--- config.mk ---
export PLATFORM = sky130hd
export DESIGN_NAME = entry2c
export DESIGN_NICKNAME = d
export VERILOG_FILES = /design/src/rtl/entry2c_pkg.sv /design/src/rtl/entry2c_sat_mac10.sv /design/src/rtl/entry2c.sv
export SDC_FILE = /design/constraint.sdc
export NUM_CORES = 1
export LEC_CHECK = 0
export ABC_AREA = 1
export BUFFER_PORTS_ARGS = -buffer_cell sky130_fd_sc_hd__buf_2
export CAP_MARGIN = 20
export CORE_UTILIZATION = 55
export CTS_CLUSTER_SIZE = 10
export DETAILED_ROUTE_END_ITERATION = 8
export PLACE_DENSITY_LB_ADDON = 0.3
export SYNTH_ARGS = -nofsm -noshare
export SYNTH_HDL_FRONTEND = slang
export SYNTH_SLANG_ARGS = --single-unit
--- constraint.sdc ---
create_clock -name clk -period 3.7 [get_ports clk]
set_input_delay 0.555 -clock clk [delete_from_list [all_inputs] [get_ports clk]]
set_output_delay 0.555 -clock clk [all_outputs]
set_load 0.03 [all_outputs]
--- src/rtl/entry2c_pkg.sv ---
// Shared types and constants for the decimal-entry to two's-complement converter.
package entry2c_pkg;

  typedef enum logic [2:0] {
    IDLE,
    ENTRY,
    MUL,
    ADD,
    COMMIT
  } state_e;

  localparam int unsigned ACC_W   = 10;
  localparam logic [ACC_W-1:0] ACC_MAX = 10'd1023;

  // Largest positive magnitude representable in a w-bit two's-complement word.
  function automatic logic [31:0] MAX_POS(input int unsigned w);
    return (32'd1 << (w - 1)) - 32'd1;
  endfunction

  // Largest negative magnitude representable in a w-bit two's-complement word.
  function automatic logic [31:0] MAX_NEG_MAG(input int unsigned w);
    return 32'd1 << (w - 1);
  endfunction

endpackage

--- src/rtl/entry2c_sat_mac10.sv ---
// Combinational saturating acc*10 and acc+digit for the 10-bit entry accumulator.
module sat_mac10
  import entry2c_pkg::*;
(
  input  logic [ACC_W-1:0] acc_i,
  input  logic [3:0]       digit_i,
  output logic [ACC_W-1:0] mul_o,
  output logic             mul_sat_o,
  output logic [ACC_W-1:0] add_o,
  output logic             add_sat_o
);

  logic [13:0] mul_full;
  logic [10:0] add_full;

  // acc*10 as (acc<<3)+(acc<<1), and acc+digit, each clamped at ACC_MAX.
  always_comb begin
    mul_full  = 14'({acc_i, 3'b000}) + 14'({acc_i, 1'b0});
    mul_sat_o = (mul_full > 14'(ACC_MAX));
    mul_o     = mul_sat_o ? ACC_MAX : mul_full[ACC_W-1:0];
    add_full  = 11'(acc_i) + 11'(digit_i);
    add_sat_o = (add_full > 11'(ACC_MAX));
    add_o     = add_sat_o ? ACC_MAX : add_full[ACC_W-1:0];
  end

endmodule

--- src/rtl/entry2c.sv ---
// Decimal-entry to two's-complement converter: accumulates BCD digits and a
// sign flag, and on enter commits a range-checked W-bit word.
module entry2c
  import entry2c_pkg::*;
#(
  parameter int unsigned W          = 8,
  parameter int unsigned MAX_DIGITS = 3
) (
  input  logic             clk,
  input  logic             rst,
  input  logic [3:0]       digit_in,
  input  logic             digit_valid,
  output logic             digit_ready,
  input  logic             neg_toggle,
  input  logic             enter,
  input  logic             clear,
  output logic [W-1:0]     dout,
  output logic             dout_valid,
  output logic             overflow,
  output logic             neg,
  output logic [ACC_W-1:0] mag,
  output logic             busy
);

  localparam int unsigned CNT_W = $clog2(MAX_DIGITS + 1);

  state_e           state_q, state_d;
  logic [ACC_W-1:0] acc_q, acc_d;
  logic [CNT_W-1:0] cnt_q, cnt_d;
  logic             neg_q, neg_d;
  logic             sticky_q, sticky_d;
  logic [3:0]       digit_q, digit_d;
  logic [W-1:0]     dout_q, dout_d;
  logic             ovf_q, ovf_d;
  logic             dv_q, dv_d;

  logic [ACC_W-1:0] mul_val, add_val;
  logic             mul_sat, add_sat;
  logic [W-1:0]     acc_w;
  logic             range_ovf;

  sat_mac10 u_mac (
    .acc_i     (acc_q),
    .digit_i   (digit_q),
    .mul_o     (mul_val),
    .mul_sat_o (mul_sat),
    .add_o     (add_val),
    .add_sat_o (add_sat)
  );

  // Range check against the sign-dependent limit and the low W bits of the magnitude.
  always_comb begin
    acc_w     = W'(acc_q);
    range_ovf = sticky_q
             || (!neg_q && (32'(acc_q) > MAX_POS(W)))
             || ( neg_q && (32'(acc_q) > MAX_NEG_MAG(W)));
  end

  // State and datapath registers; reset discards any partial entry.
  always_ff @(posedge clk or posedge rst) begin
    if (rst) begin
      state_q  <= IDLE;
      acc_q    <= '0;
      cnt_q    <= '0;
      neg_q    <= 1'b0;
      sticky_q <= 1'b0;
      digit_q  <= '0;
      dout_q   <= '0;
      ovf_q    <= 1'b0;
      dv_q     <= 1'b0;
    end else begin
      state_q  <= state_d;
      acc_q    <= acc_d;
      cnt_q    <= cnt_d;
      neg_q    <= neg_d;
      sticky_q <= sticky_d;
      digit_q  <= digit_d;
      dout_q   <= dout_d;
      ovf_q    <= ovf_d;
      dv_q     <= dv_d;
    end
  end

  // Next-state logic: clear > enter > digit; a same-cycle sign toggle lands before COMMIT samples it.
  always_comb begin
    state_d  = state_q;
    acc_d    = acc_q;
    cnt_d    = cnt_q;
    neg_d    = neg_q;
    sticky_d = sticky_q;
    digit_d  = digit_q;
    dout_d   = dout_q;
    ovf_d    = ovf_q;
    dv_d     = 1'b0;
    if (clear) begin
      state_d  = IDLE;
      acc_d    = '0;
      cnt_d    = '0;
      neg_d    = 1'b0;
      sticky_d = 1'b0;
    end else begin
      unique case (state_q)
        IDLE, ENTRY: begin
          if (neg_toggle) neg_d = !neg_q;
          if (enter) begin
            state_d = COMMIT;
          end else if (digit_valid && (digit_in <= 4'd9)) begin
            if (cnt_q == CNT_W'(MAX_DIGITS)) begin
              sticky_d = 1'b1;
            end else begin
              digit_d = digit_in;
              state_d = MUL;
            end
          end
        end
        MUL: begin
          if (neg_toggle) neg_d = !neg_q;
          acc_d    = mul_val;
          sticky_d = sticky_q | mul_sat;
          state_d  = ADD;
        end
        ADD: begin
          if (neg_toggle) neg_d = !neg_q;
          acc_d    = add_val;
          sticky_d = sticky_q | add_sat;
          cnt_d    = cnt_q + CNT_W'(1);
          state_d  = ENTRY;
        end
        COMMIT: begin
          ovf_d    = range_ovf;
          dout_d   = range_ovf ? '0 : (neg_q ? (~acc_w + W'(1)) : acc_w);
          dv_d     = 1'b1;
          acc_d    = '0;
          cnt_d    = '0;
          neg_d    = 1'b0;
          sticky_d = 1'b0;
          state_d  = IDLE;
        end
        default: state_d = IDLE;
      endcase
    end
  end

  assign digit_ready = (state_q == IDLE) || (state_q == ENTRY);
  assign busy        = (state_q == MUL) || (state_q == ADD) || (state_q == COMMIT);
  assign dout        = dout_q;
  assign dout_valid  = dv_q;
  assign overflow    = ovf_q;
  assign neg         = neg_q;
  assign mag         = acc_q;

endmodule

Word-level counts from Yosys, hierarchy flattened
Cells that the tools add are included.
{ "word_totals": {"register_bits": 31, "input_bits": 10, "out_inout_bits": 23, "wordCells": 79} }
{ "op_classes": {"add_sub_neg": 4, "n_lt_le_gt_ge": 5, "n_eq_ne": 11, "muxes": 23, "n_bitwise": 6, "n_reduce_logical": 21} }
{ "op_table": {"columns": ["operator", "count"], "rows": [
  ["2-to-1 mux 10 bit", 3],
  ["case mux 10 bit (3 select lines)", 1],
  ["2-to-1 mux 8 bit", 2],
  ["adder 13 x 11 -> 14 bit", 1],
  ["> comparator 14 x 10 -> 1 bit (second input constant)", 1],
  ["2-to-1 mux 3 bit", 4],
  ["adder 10 x 4 -> 11 bit", 1],
  ["> comparator 11 x 10 -> 1 bit (second input constant)", 1],
  ["> comparator 10 x 7 -> 1 bit (second input constant)", 1],
  ["> comparator 10 x 8 -> 1 bit (second input constant)", 1],
  ["inequality test 3 bit (second input constant)", 3],
  ["case mux 3 bit (3 select lines)", 1],
  ["adder 8 x 1 -> 8 bit (second input constant)", 1],
  ["2-to-1 mux 1 bit", 8],
  ["inequality test 4 bit (second input constant)", 2],
  ["inverter 8 bit", 1],
  ["== test 3 x 2 -> 1 bit (second input constant)", 2],
  ["AND reduction 2 bit", 3],
  ["nonzero test 3 bit", 2],
  ["logical OR 1 bit", 5],
  ["AND reduction 5 bit", 1],
  ["nonzero test 5 bit", 1],
  ["<= comparator 4 bit (second input constant)", 1],
  ["case mux 1 bit (4 select lines)", 1],
  ["17 further kinds", 22]
]} }

Depth between registers and ports, before layout
{ "logic_depth": {"word_depth": 6, "ltp_mapped": 16, "ltp_nobuf": 16} }

By module
From an unflattened synthesis, not the netlist that was laid out.
{ "unflattened": {"hier_cells": 375, "area_unflattened_um2": 2577.5} }
{ "by_module_without_submodules": {"columns": ["mod", "n_inst", "cells_each", "area_each_um2", "seq_area_each_um2"], "rows": [
  ["entry2c", 1, 222, 1651.6, 775.7],
  ["sat_mac10", 1, 153, 925.9, 0.0]
]} }

Worst setup path after synthesis
Ideal clock, no wire load.
{ "synth_path": {"path_type": "register to register", "from": "register acc_q[2] (netlist: mag[2])", "to": "register acc_q[3] (netlist: mag[3])", "setup_time_ns": 0.118, "t_arrival_ns": 2.091, "required_time_ns": 3.582, "path_slack_ns": 1.491, "stages_incl_launch_ff": 13, "path_buffers": 0, "period_less_slack_ns": 2.209, "cell_sequence": "dfrtp_1 -> ha_1 -> fa_1 -> nand3_1 -> nand2_1 -> a21oi_2 -> nor2_1 -> nor2_1 -> nand2_1 -> nor2_4 -> nand3_1 -> nand2_1 -> nand2_1"} }
{ "synth_between": {"elab_chain_len": 5, "word_cells_on_any_way": 8, "cone_classes": "add/sub: 2; order compare: 2; mux: 4"} }
{ "synth_lines": {"columns": ["element", "line_no", "text"], "rows": [
  ["from (decl)", "entry2c.sv:28", "logic [ACC_W-1:0] acc_q, acc_d;"],
  ["from (signal assigned)", "entry2c.sv:63", "acc_q <= '0;"],
  ["from (signal assigned)", "entry2c.sv:73", "acc_q <= acc_d;"],
  ["adder 13 x 11 -> 14 bit or adder 10 x 4 -> 11 bit (tied branches)", "entry2c_sat_mac10.sv:18, entry2c_sat_mac10.sv:21", null],
  ["> comparator 14 x 10 -> 1 bit or > comparator 11 x 10 -> 1 bit (tied branches)", "entry2c_sat_mac10.sv:19, entry2c_sat_mac10.sv:22", null],
  ["2-to-1 mux 10 bit, on equally long branches", "entry2c_sat_mac10.sv:20, entry2c_sat_mac10.sv:23", null],
  ["case mux 10 bit (3 select lines) *", "entry2c.sv:102", "unique case (state_q)"],
  ["2-to-1 mux 10 bit *", "entry2c.sv:95", "if (clear) begin"]
]} }
Every way passes the cells marked *; elsewhere a longest branch is shown, timed or not.
A chain may end at the register's enable or synchronous reset.

Final worst setup path
{ "layout_path": {"from": "register acc_q[2] (netlist: mag[2])", "to": "register acc_q[8] (netlist: mag[8])"} }
The elaborated chain is that of the path after synthesis.

==> results.sh <==
export IMPL_ys_seq_elements=31
export IMPL_first_pass_iters=4
export IMPL_gp_congestion=0.9951
export IMPL_power_mw=1.540
export IMPL_syn_area_um2=2427
export IMPL_grt_max_degree=20
export IMPL_dr_first_iter_drc_count=151
export IMPL_cts_max_level=2
export IMPL_critPathMaxFanout=9
export IMPL_hold_viol=0
export IMPL_status="finished clean"
export IMPL_setup_tns_ps=0
export IMPL_cpPeakStageDelay_ps=470
export IMPL_syn_instance_count=341
export IMPL_ios=33
export IMPL_grt_busiest_layer="met2"
export IMPL_arrival_ps=2600
export IMPL_drv_cap=0
export IMPL_relSlewSlack_pct=48.69
export IMPL_synth_edff_count=0
export IMPL_required_ps=3880
export IMPL_synth_common_cells="nand2_1, inv_1, dfrtp_1"
export IMPL_synth_yosys_warnings=0
export IMPL_antenna_found_initial=0
export IMPL_post_route_min_period_ps=2417
export IMPL_core_area_um2=4115
export IMPL_critPathCaptureType="register"
export IMPL_die_h_um=68.43
export IMPL_startpoint_type="register"
export IMPL_place_hpwl_mm=4.244
export IMPL_grt_use_met2_pct=42.65
export IMPL_synth_area_leaders="dfrtp_1, nand2_1, ha_1"
export IMPL_diodes=0
export IMPL_ys_seq_area_share_pct=31.96
export IMPL_final_cells=426
export IMPL_grt_pass1_wl_mm=8.894
export IMPL_powerDensity_nw_per_um2=565.0
export IMPL_fill_cells=358
export IMPL_ir_drop_uv=238.3
export IMPL_cts_root_buf="clkbuf_8"
export IMPL_cts_tree="done"
export IMPL_finalCritPeriodShare_pct=65.32
export IMPL_detail_route_antenna_nets=0
export IMPL_clk_pin_slew_worst_paths_ps=70
export IMPL_hold_path_class="input port to asynchronous set/reset pin"
export IMPL_rsz0062_at_grt="false"
export IMPL_synthArstFlopShare_pct=100.0
export IMPL_cts_hold_buffers=0
export IMPL_synthDominantCellAreaShare_pct=31.96
export IMPL_first_global_vias=2006
export IMPL_vias=2271
export IMPL_cp_depth=12
export IMPL_start_util_pct=58.98
export IMPL_synth_top_flop_cell="dfrtp_1"
export IMPL_path_common_cell="nand2_1"
export IMPL_tightest_slew_ps=766.8
export IMPL_cp_slowest_cell="dfrtp_1"
export IMPL_fin_ws_ps=1283
export IMPL_track_usage_pct=25.89
export IMPL_hold_worst_slack_ps=312.8
export IMPL_p_leak_nw=1.550
export IMPL_critPathTopFamily="simple AND/OR/NAND/NOR gates"
export IMPL_dp_cells=418
export IMPL_pre_cts_ws_ps=1311
export IMPL_numCtsBuffers=5
export IMPL_drive_above_1_share_pct=17.55
export IMPL_yosysMostFrequentCell="nand2_1"
export IMPL_clock_latency_ps=290
export IMPL_met3_usage_pct=5.333
export IMPL_wire_per_inst_um=12.53
export IMPL_routed_wl_mm=5.336
export IMPL_rows=23
export IMPL_die_w_um=68.43
export IMPL_worst_r2r_cell_count=12
export IMPL_post_cts_setup_buffer_count=0
export IMPL_area_delta_synth_final_pct=12.32
export IMPL_fin_skew_ps=5.133
export IMPL_drv_slew=0
export IMPL_clock_sinks=31
export IMPL_worstPathCellList="ha_1, fa_1, nand3_1, nand2_1, a21oi_2, nor2_1, nor2_1, nand2_1, nor2_4, nand3_1, nand2_1, nand2_1"
export IMPL_max_freq_mhz=413.8
export IMPL_synth_distinct_cells=35
export IMPL_drc=0
export IMPL_die_area_um2=4683
export IMPL_use_met1_pct=33.06
export IMPL_grt_overflow=0
export IMPL_ctsResizeCount=0
export IMPL_yosysTopAreaCell="dfrtp_1"
export IMPL_critPathBufInv=0
export IMPL_cts_buffer_depth=2
export IMPL_setup_viol=0
export IMPL_path_class="register to register"
export IMPL_vias_per_cell=5.331
export IMPL_nets=401
export IMPL_port_buffers=32
export IMPL_synth_nets=367
export IMPL_synth_area_per_cell_um2=7.118
[cell type report]
type	count	area [um^2]	share of cell area [%]
clock inverter	3	15.01	0.5507
tap	50	62.56	2.295
clock buffer	5	68.82	2.524
multi-input combinational	254	1419	52.04
timing repair buffer	35	202.7	7.435
sequential	31	775.7	28.45
inverter	48	182.7	6.700
[sequential cells by signal, summed over array words and instances (netlist names)]
name,count
mag,10
dout,8
digit_q,4
state_q,3
cnt_q,2
dout_valid,1
neg,1
overflow,1
sticky_q,1
[power breakdown]
group	internal, mW	leakage (nW)	switching (mW)
combinational	0.262	1.09	0.502
sequential	0.413	0.413	0.104
clock	0.128	0.0477	0.131
[cell usage in the layout, fill, tap and decap left out, drive strengths merged, types with 7 or more instances in the layout]
cell,netlist,layout
a21oi,19,19
buf,6,35
dfrtp,31,31
ha,14,14
inv,48,48
nand2,107,107
nand3,28,28
nor2,31,31
o21ai,21,21
xor2,7,7
[metrics by stage]
stage	utilization, %	instance area [um^2]
global route	66.25	2726
floorplan	-	2427
global placement	63.55	2615
detailed placement	64.21	2643
CTS	66.25	2726
finish	66.25	2726
[path summary, 6_finish.rpt]
check | from | end | slack (ps)
max | mag[2] | mag[8] | 1280
min | rst | dout[3] | 310
max reg2reg | mag[2] | mag[8] | 1280
min reg2reg | sticky_q | sticky_q | 480
max in group asynchronous | rst | state_q[0] | 2800
min in group clk | sticky_q | sticky_q | 480
[layer usage]
metal  share of wire (%)  vias to the layer above
met1                  44                     1024
met5                   0                        -
met4                 2.2                        0
li1                    -                     1160
met3                 6.7                       12
met2                  47                       75
[cell families (layout without fill, tap and decap cells)]
family,Yosys count,after routing,synth area share (%)
muxes,2,2,0.9278
DFF,31,31,31.96
AOI/OAI and AO/OA,49,49,12.16
buffers and inverters,56,91,9.588
and+or+nand+nor,175,175,32.16
xor gates and xnor gates,12,12,4.330
adders and majority gates,16,16,8.866
Note: power is estimated with default switching activity, not from simulation.
